**src/rtl/cache_ctrl_pkg.sv**
```systemverilog
// Shared widths, FSM state type and beat-address helper for the cache miss/refill path.
package cache_ctrl_pkg;

  localparam int INDEX_W = 7;
  localparam int TAG_W   = 21;
  localparam int WAYS    = 4;
  localparam int WAY_W   = 2;
  localparam int BEAT_W  = 2;
  localparam int ADDR_W  = TAG_W + INDEX_W + BEAT_W + 2;

  typedef enum logic [2:0] {
    S_IDLE,
    S_SELECT,
    S_WRITEBACK,
    S_FILL,
    S_UPDATE
  } state_t;

  function automatic logic [ADDR_W-1:0] beat_addr(
    input logic [TAG_W-1:0]   tag,
    input logic [INDEX_W-1:0] idx,
    input logic [BEAT_W-1:0]  beat
  );
    return {tag, idx, beat, 2'b00};
  endfunction

endpackage

```
**src/rtl/victim_select.sv**
```systemverilog
// Combinational victim-way choice for a miss. With MISS_REFILL_INVALID_FIRST_EN defined,
// the lowest-numbered invalid way wins over the LRU eviction way.
module victim_select
  import cache_ctrl_pkg::*;
(
  input  logic [WAY_W-1:0] i_evict_way,
  input  logic [WAYS-1:0]  i_way_valid,
  output logic [WAY_W-1:0] o_victim_way
);

`ifdef MISS_REFILL_INVALID_FIRST_EN
  // Scan from the top down so the lowest invalid way is the last one written.
  always_comb begin
    o_victim_way = i_evict_way;
    for (int i = WAYS - 1; i >= 0; i--) begin
      if (!i_way_valid[i]) o_victim_way = WAY_W'(i);
    end
  end
`else
  logic w_unused_valid;
  assign w_unused_valid = ^i_way_valid;
  assign o_victim_way   = i_evict_way;
`endif

endmodule

```
**src/rtl/miss_refill_ctrl.sv**
```systemverilog
// Cache miss handler: picks a victim, writes back a dirty line, refills from memory, then
// updates LRU and tag arrays. Optional invalid-way-first victim choice: MISS_REFILL_INVALID_FIRST_EN.
module miss_refill_ctrl
  import cache_ctrl_pkg::*;
(
  input  logic               clk,
  input  logic               reset,
  input  logic               miss_valid,
  output logic               miss_ready,
  input  logic [INDEX_W-1:0] miss_index,
  input  logic [TAG_W-1:0]   miss_tag,
  output logic [INDEX_W-1:0] lru_index,
  input  logic [WAY_W-1:0]   evict_way,
  input  logic [WAYS-1:0]    way_valid,
  output logic               lru_update,
  output logic [WAY_W-1:0]   lru_accessed_way,
  output logic [WAY_W-1:0]   victim_way,
  input  logic               victim_dirty,
  input  logic [TAG_W-1:0]   victim_tag,
  output logic               mem_req,
  output logic               mem_we,
  output logic [ADDR_W-1:0]  mem_addr,
  output logic [BEAT_W-1:0]  mem_beat,
  input  logic               mem_ack,
  output logic               tag_we,
  output logic               miss_done,
  output logic               busy
);

  state_t             r_state, w_state_nxt;
  logic [INDEX_W-1:0] r_index;
  logic [TAG_W-1:0]   r_tag;
  logic [TAG_W-1:0]   r_wb_tag;
  logic [WAY_W-1:0]   r_victim_way;
  logic               r_victim_valid;
  logic [BEAT_W-1:0]  r_beat;
  logic [WAY_W-1:0]   w_victim;
  logic               w_last_beat;

  victim_select u_victim_select (
    .i_evict_way (evict_way),
    .i_way_valid (way_valid),
    .o_victim_way(w_victim)
  );

  assign w_last_beat = (r_beat == {BEAT_W{1'b1}});
  assign victim_way  = r_victim_way;
  assign mem_beat    = r_beat;

  always_ff @(posedge clk) begin
    if (!reset) r_state <= S_IDLE;
    else        r_state <= w_state_nxt;
  end

  // Combinational outputs are forced low while reset is held, not just after the edge.
  always_comb begin
    w_state_nxt      = r_state;
    miss_ready       = 1'b0;
    lru_index        = r_index;
    lru_update       = 1'b0;
    lru_accessed_way = '0;
    mem_req          = 1'b0;
    mem_we           = 1'b0;
    mem_addr         = '0;
    tag_we           = 1'b0;
    miss_done        = 1'b0;
    busy             = (r_state != S_IDLE);
    if (!reset) begin
      w_state_nxt = S_IDLE;
      lru_index   = '0;
      busy        = 1'b0;
    end else begin
      case (r_state)
        S_IDLE: begin
          miss_ready = 1'b1;
          lru_index  = miss_index;
          if (miss_valid) w_state_nxt = S_SELECT;
        end
        S_SELECT: begin
          w_state_nxt = (r_victim_valid && victim_dirty) ? S_WRITEBACK : S_FILL;
        end
        S_WRITEBACK: begin
          mem_req  = 1'b1;
          mem_we   = 1'b1;
          mem_addr = beat_addr(r_wb_tag, r_index, r_beat);
          if (mem_ack && w_last_beat) w_state_nxt = S_FILL;
        end
        S_FILL: begin
          mem_req  = 1'b1;
          mem_addr = beat_addr(r_tag, r_index, r_beat);
          if (mem_ack && w_last_beat) w_state_nxt = S_UPDATE;
        end
        S_UPDATE: begin
          lru_update       = 1'b1;
          lru_accessed_way = r_victim_way;
          tag_we           = 1'b1;
          miss_done        = 1'b1;
          w_state_nxt      = S_IDLE;
        end
        default: w_state_nxt = S_IDLE;
      endcase
    end
  end

  // The beat counter wraps to 0 on the last writeback ack, so FILL starts at beat 0.
  always_ff @(posedge clk) begin
    if (!reset) begin
      r_index        <= '0;
      r_tag          <= '0;
      r_wb_tag       <= '0;
      r_victim_way   <= '0;
      r_victim_valid <= 1'b0;
      r_beat         <= '0;
    end else begin
      case (r_state)
        S_IDLE: begin
          if (miss_valid) begin
            r_index        <= miss_index;
            r_tag          <= miss_tag;
            r_victim_way   <= w_victim;
            r_victim_valid <= way_valid[w_victim];
          end
        end
        S_SELECT: begin
          r_beat <= '0;
          if (r_victim_valid && victim_dirty) r_wb_tag <= victim_tag;
        end
        S_WRITEBACK, S_FILL: begin
          if (mem_ack) r_beat <= r_beat + 1'b1;
        end
        default: ;
      endcase
    end
  end

endmodule

```
**config.mk**
```make
export PLATFORM = sky130hd
export DESIGN_NAME = miss_refill_ctrl
export DESIGN_NICKNAME = d
export VERILOG_FILES = /design/src/rtl/cache_ctrl_pkg.sv /design/src/rtl/victim_select.sv /design/src/rtl/miss_refill_ctrl.sv
export SDC_FILE = /design/constraint.sdc
export NUM_CORES = 1
export LEC_CHECK = 0
export ABC_AREA = 1
export BUFFER_PORTS_ARGS = -buffer_cell sky130_fd_sc_hd__buf_2
export CORE_MARGIN = 8
export CORE_UTILIZATION = 45
export CTS_BUF_LIST = sky130_fd_sc_hd__clkbuf_4 sky130_fd_sc_hd__clkbuf_8
export DETAILED_ROUTE_END_ITERATION = 16
export PLACE_DENSITY = 0.76
export SLEW_MARGIN = 20
export SYNTH_ARGS = -nofsm -noshare
export SYNTH_HDL_FRONTEND = slang
export SYNTH_HIERARCHICAL = 1
export SYNTH_SLANG_ARGS = --single-unit
```
**constraint.sdc**
```tcl
create_clock -name clk -period 2.4 [get_ports clk]
set_input_delay 0.24 -clock clk [delete_from_list [all_inputs] [get_ports clk]]
set_output_delay 0.24 -clock clk [all_outputs]
set_load 0.02 [all_outputs]
```
After elaboration in Yosys (flattened, before gate mapping)
Index checks and enable logic that the tools add are counted.
Storage, ports and cells
  bits in read-only memories: 0
  register bits after elaboration: 57
  output and inout port bits: 52
  bits in latches: 0
  word-level logic and storage cells: 52
  memories kept: 0
  bits in writable memories: 0
  input bits: 60
Operators by class
  multipliers: 0
  equality and inequality tests: 9
  div/mod/pow operators: 0
  reductions and logical operators: 10
  mux-type cells: 24
  add/subtract/negate cells: 1
  magnitude comparators: 1
  shifts and indexed selects: 0
  bitwise gates (word level): 0
Operators with widths (count)
  32-bit one-hot mux with 2 select lines: 1
  32-bit 2-to-1 mux: 1
  7-bit 2-to-1 mux: 2
  3-bit one-hot mux with 4 select lines: 1
  1-bit 2-to-1 mux: 11
  3-bit 2-to-1 mux: 3
  3-bit by 2-bit == test with 1-bit output, second input constant: 2
  2-bit 2-to-1 mux: 3
  2-bit inequality test, second input constant: 3
  2-bit AND reduction: 3
  2-bit one-hot mux with 2 select lines: 1
  3-bit by 1-bit == test with 1-bit output, second input constant: 1
  3-bit == test, second input constant: 1
  3-bit logical NOT: 1
  2-bit by 3-bit less-than comparator with 1-bit output, second input constant: 1
  3-bit AND reduction: 1
  3-bit nonzero test: 1
  2-bit by 1-bit adder with 2-bit output, second input constant: 1
  1-bit binary-select mux with 2-bit select: 1
  2-bit == test, second input constant: 1
  1-bit logical AND: 2
  2-bit by 1-bit inequality test with 1-bit output, second input constant: 1
  2-bit nonzero test: 1
  2-bit OR reduction: 1

Longest topological paths before layout
  word-level depth: 4
  gate-level depth with buffers: 8
  gate-level depth less buffers: 7

By module
The synthesis kept the hierarchy.
Modules (own cells, without submodules)
  miss_refill_ctrl: cells each 401, seq. area each 1141.1 um2, times used 1, area each 2675.1 um2
  victim_select: cells each 2, seq. area each 0.0 um2, times used 1, area each 15.0 um2

Worst setup path after synthesis
No wires, ideal clock.
  kind: register to output
  start: register r_state[1]
  end: output port mem_addr[22]
  arrival time: 1436 ps
  stages on the path, launching flop included: 6
  path slack: 724 ps
  cells stage by stage: dfxtp_1 > nand2_2 > nor2_4 > nand2_1 > clkbuf_2 > o21ai_0
Between the ends
  longest elaborated chain between the ends: 3
RTL lines
  start: declaration: line miss_refill_ctrl.sv:30  | state_t r_state, w_state_nxt;
  start signal: assignment: line miss_refill_ctrl.sv:52  | else r_state <= w_state_nxt;
  3-bit by 2-bit == test with 1-bit output: line miss_refill_ctrl.sv:73  | case (r_state)
  32-bit one-hot mux with 2 select lines (*): line miss_refill_ctrl.sv:73
  32-bit 2-to-1 mux (*): line miss_refill_ctrl.sv:68  | if (!reset) begin
  end: declaration: line miss_refill_ctrl.sv:22  | output logic [ADDR_W-1:0] mem_addr,
Every way passes the cells marked *; elsewhere a longest branch is shown, timed or not.

Worst setup path in the final report
Same ends and word-level chain as after synthesis.

==> flow_metrics.tcl <==
set metrics [dict create \
    worst_pin_slew_ns 0.756 \
    rrSetupSlack_ns 0.78 \
    r2r_start "r_state[1]" \
    fin_worst_skew_ns 0.00353 \
    finalNetCount 561 \
    p_leak_nw 1.76 \
    place_hpwl_um 5320 \
    synth.distinct_cells 26 \
    dr.pass1.iters 4 \
    cts_inserted_buffers 9 \
    drive_above_1_share_pct 27.4 \
    pin_count 112 \
    syn_to_final_growth_pct 25.0 \
    cts.clk_slew.worst_paths_ns 0.06 \
    cap_violations 0 \
    grt_pass1_wl_um 12200 \
    worstPathRequired_ns 2.16 \
    start_util_pct 46.0 \
    postCtsHoldBufs 0 \
    vias 2771 \
    postRouteAntennaNets 0 \
    grt_start_max_net_pins 59 \
    ir_worst_vdd_mv 0.444 \
    setup_viol 0 \
    crit_path_cell_trace "nand2_2 > nor2_4 > nand2_1 > inv_2 > nand2_1 > o21ai_0 > buf_2" \
    grt_usage_pct 17.4 \
    cts_buffer_depth 2 \
    outcome "completed" \
    avgViaCountPerCell 4.79 \
    die-area_um2 8710 \
    antenna_cells 0 \
    core_area_um2 5850 \
    crit_type "reg -> out" \
    overflow 0 \
    grt_pass1_vias 2771 \
    min_path_cells 3 \
    routedWlPerCell_um 13.1 \
    ys_seq_area_share_pct 42.4 \
    setup.worst_path.end_class "primary output" \
    critical_path_arrival_ns 1.78 \
    fin_ws_ns 0.377 \
    preCtsSetupSlack_ns 0.522 \
    min_period_ns 2.02 \
    clkLatencyLatePin_ns 0.32 \
    crit_end "mem_addr[22]" \
    antenna_found_initial 0 \
    drv_slew 0 \
    cp_slowest_stage_delay_ns 0.43 \
    die_w_um 93.3 \
    slew_headroom_pct 49.5 \
    worstSetupStartpoint "r_state[1]" \
    crit_top_cell "nand2_1" \
    drt-met1-wl_um 3250 \
    gp_congestion 0.801 \
    netlist_top_cells_area "dfxtp_1 42%, nor2_1 17%, o21ai_0 13%" \
    drcViolationCount 0 \
    rsz0062_at_grt "false" \
    cts_max_level 3 \
    hold_viol 0 \
    reg2regPathDepth 5 \
    final_cells 578 \
    period_share_pct 84.3 \
    avgSynthCellArea_um2 6.68 \
    syn_inst 403 \
    wl_um 7580 \
    dr_wl_met3_um 611 \
    cts_tree "done" \
    slowest_stage "dfxtp_1" \
    port_buffers 109 \
    num_rows 28 \
    dp_cells 564 \
    chipHeight_um 93.3 \
    placed_area_um2 3190 \
    wl_met2_um 3630 \
    yosys_warnings 6 \
    ys_seq_elements 57 \
    synth_top_cell_by_area "dfxtp_1" \
    total_power_mw 3.24 \
    root_buffer "clkbuf_8" \
    stdcell_area_um2 3360 \
    drt_iter0_drc 132 \
    maxUsedRoutingLayer "met4" \
    post-cts-setup-buffer-count 0 \
    clock-sinks 57 \
    synth_top_area_share_pct 42.4 \
    crit_fanout 22 \
    setup_tns_ns 0 \
    power.density_nw_per_um2 964 \
    hold_path.class "in -> reg" \
    reg2reg_to "r_wb_tag[15]" \
    cp-start-kind "flop" \
    clock.fmax_mhz 494 \
    netlist_area_um2 2690 \
]
-- worst min path at each step --
stage / start / to / slack, ns
4_1_cts: victim_tag[12] / r_wb_tag[12] / 0.13
3_3_place_gp: miss_tag[8] / r_tag[8] / 0.46
5_1_grt: miss_tag[4] / r_tag[4] / 0.14
3_5_place_dp: miss_tag[5] / r_tag[5] / 0.47
6_report: victim_tag[12] / r_wb_tag[12] / 0.14
2_1_floorplan: miss_tag[10] / r_tag[10] / 0.37
-- per-stage QoR --
stage               hold WS [ns]  utilization [%]
floorplan                  0.375                -
finish                     0.142             57.5
global route               0.135             57.5
CTS                        0.129             57.4
detailed placement         0.469             54.5
global placement           0.460             54.5
-- cells in the mapped netlist --
| library cell | n |
|---|---|
| nor2_1 | 119 |
| o21ai_0 | 69 |
| dfxtp_1 | 57 |
| nand2_1 | 49 |
| inv_1 | 44 |
| o21ai_1 | 11 |
| buf_4 | 8 |
| clkbuf_1 | 6 |
| nand3_1 | 6 |
| buf_2 | 5 |
| clkbuf_2 | 4 |
| inv_2 | 4 |
| buf_6 | 3 |
| nand2_4 | 3 |
| nor2_4 | 3 |
| a22oi_1 | 2 |
| a21oi_1 | 1 |
| clkinv_1 | 1 |
| conb_1 | 1 |
| ha_1 | 1 |
| nand2_2 | 1 |
| nand3b_1 | 1 |
| nand4_1 | 1 |
| nor2_2 | 1 |
| nor3_1 | 1 |
| o211ai_1 | 1 |
-- area by class of cell --
type | instances | area [um2]
inverter | 49 | 184
multi-input combinational | 272 | 1210
fill | 570 | 2490
sequential | 57 | 1140
clock buffer | 14 | 174
timing repair buffer | 111 | 561
tap | 75 | 93.8
-- flip-flops by register name, summed over array words and instances, names as in the netlist --
signal	flops
r_index	7
r_wb_tag	21
mem_beat	2
r_state	3
r_victim_valid	1
victim_way	2
r_tag	21
-- repair_timing --
action                                  CTS  global route
endpoints found under the hold margin     0             0
endpoints found under the setup margin    0             1
resized for setup                         0             1
-- worst max-delay path: cells and delay by family (launching register included) --
kind | cells | cell delay (ns)
buf+inv | 2 | 0.50
simple gates | 4 | 0.45
flops | 1 | 0.43
compound gates | 1 | 0.09
-- where the power goes --
group / internal [mW] / switching (mW)
registers: 1.16 / 0.133
clock network: 0.455 / 0.339
logic: 0.356 / 0.794
total: 1.97 / 1.27
-- layer usage --
layer,vias up,GRT usage [%]
met3,6,5.61
met5,-,0
li1,1430,-
met1,1245,19.8
met4,0,8.19
met2,90,28.9
-- layout by cell type (no fill, tap or decap), types with 4 or more instances in the layout --
cell type,count
buf_2,109
clkbuf_8,11
dfxtp_1,57
inv_1,44
inv_2,4
nand2_1,48
nand3_1,6
nor2_1,119
o21ai_0,69
o21ai_1,11
-- cells by family (layout without fill, tap and decap cells) --
logic type / Yosys count / count (layout) / share of synthesized area, %
compound gates: 84 / 84 / 15.9
fa+ha+maj: 1 / 1 / 0.465
buf+inv: 75 / 174 / 12.8
flops: 57 / 57 / 42.4
other cells: 1 / 2 / 0.139
simple gates: 185 / 185 / 28.2
(Power assumes the default switching activity.)
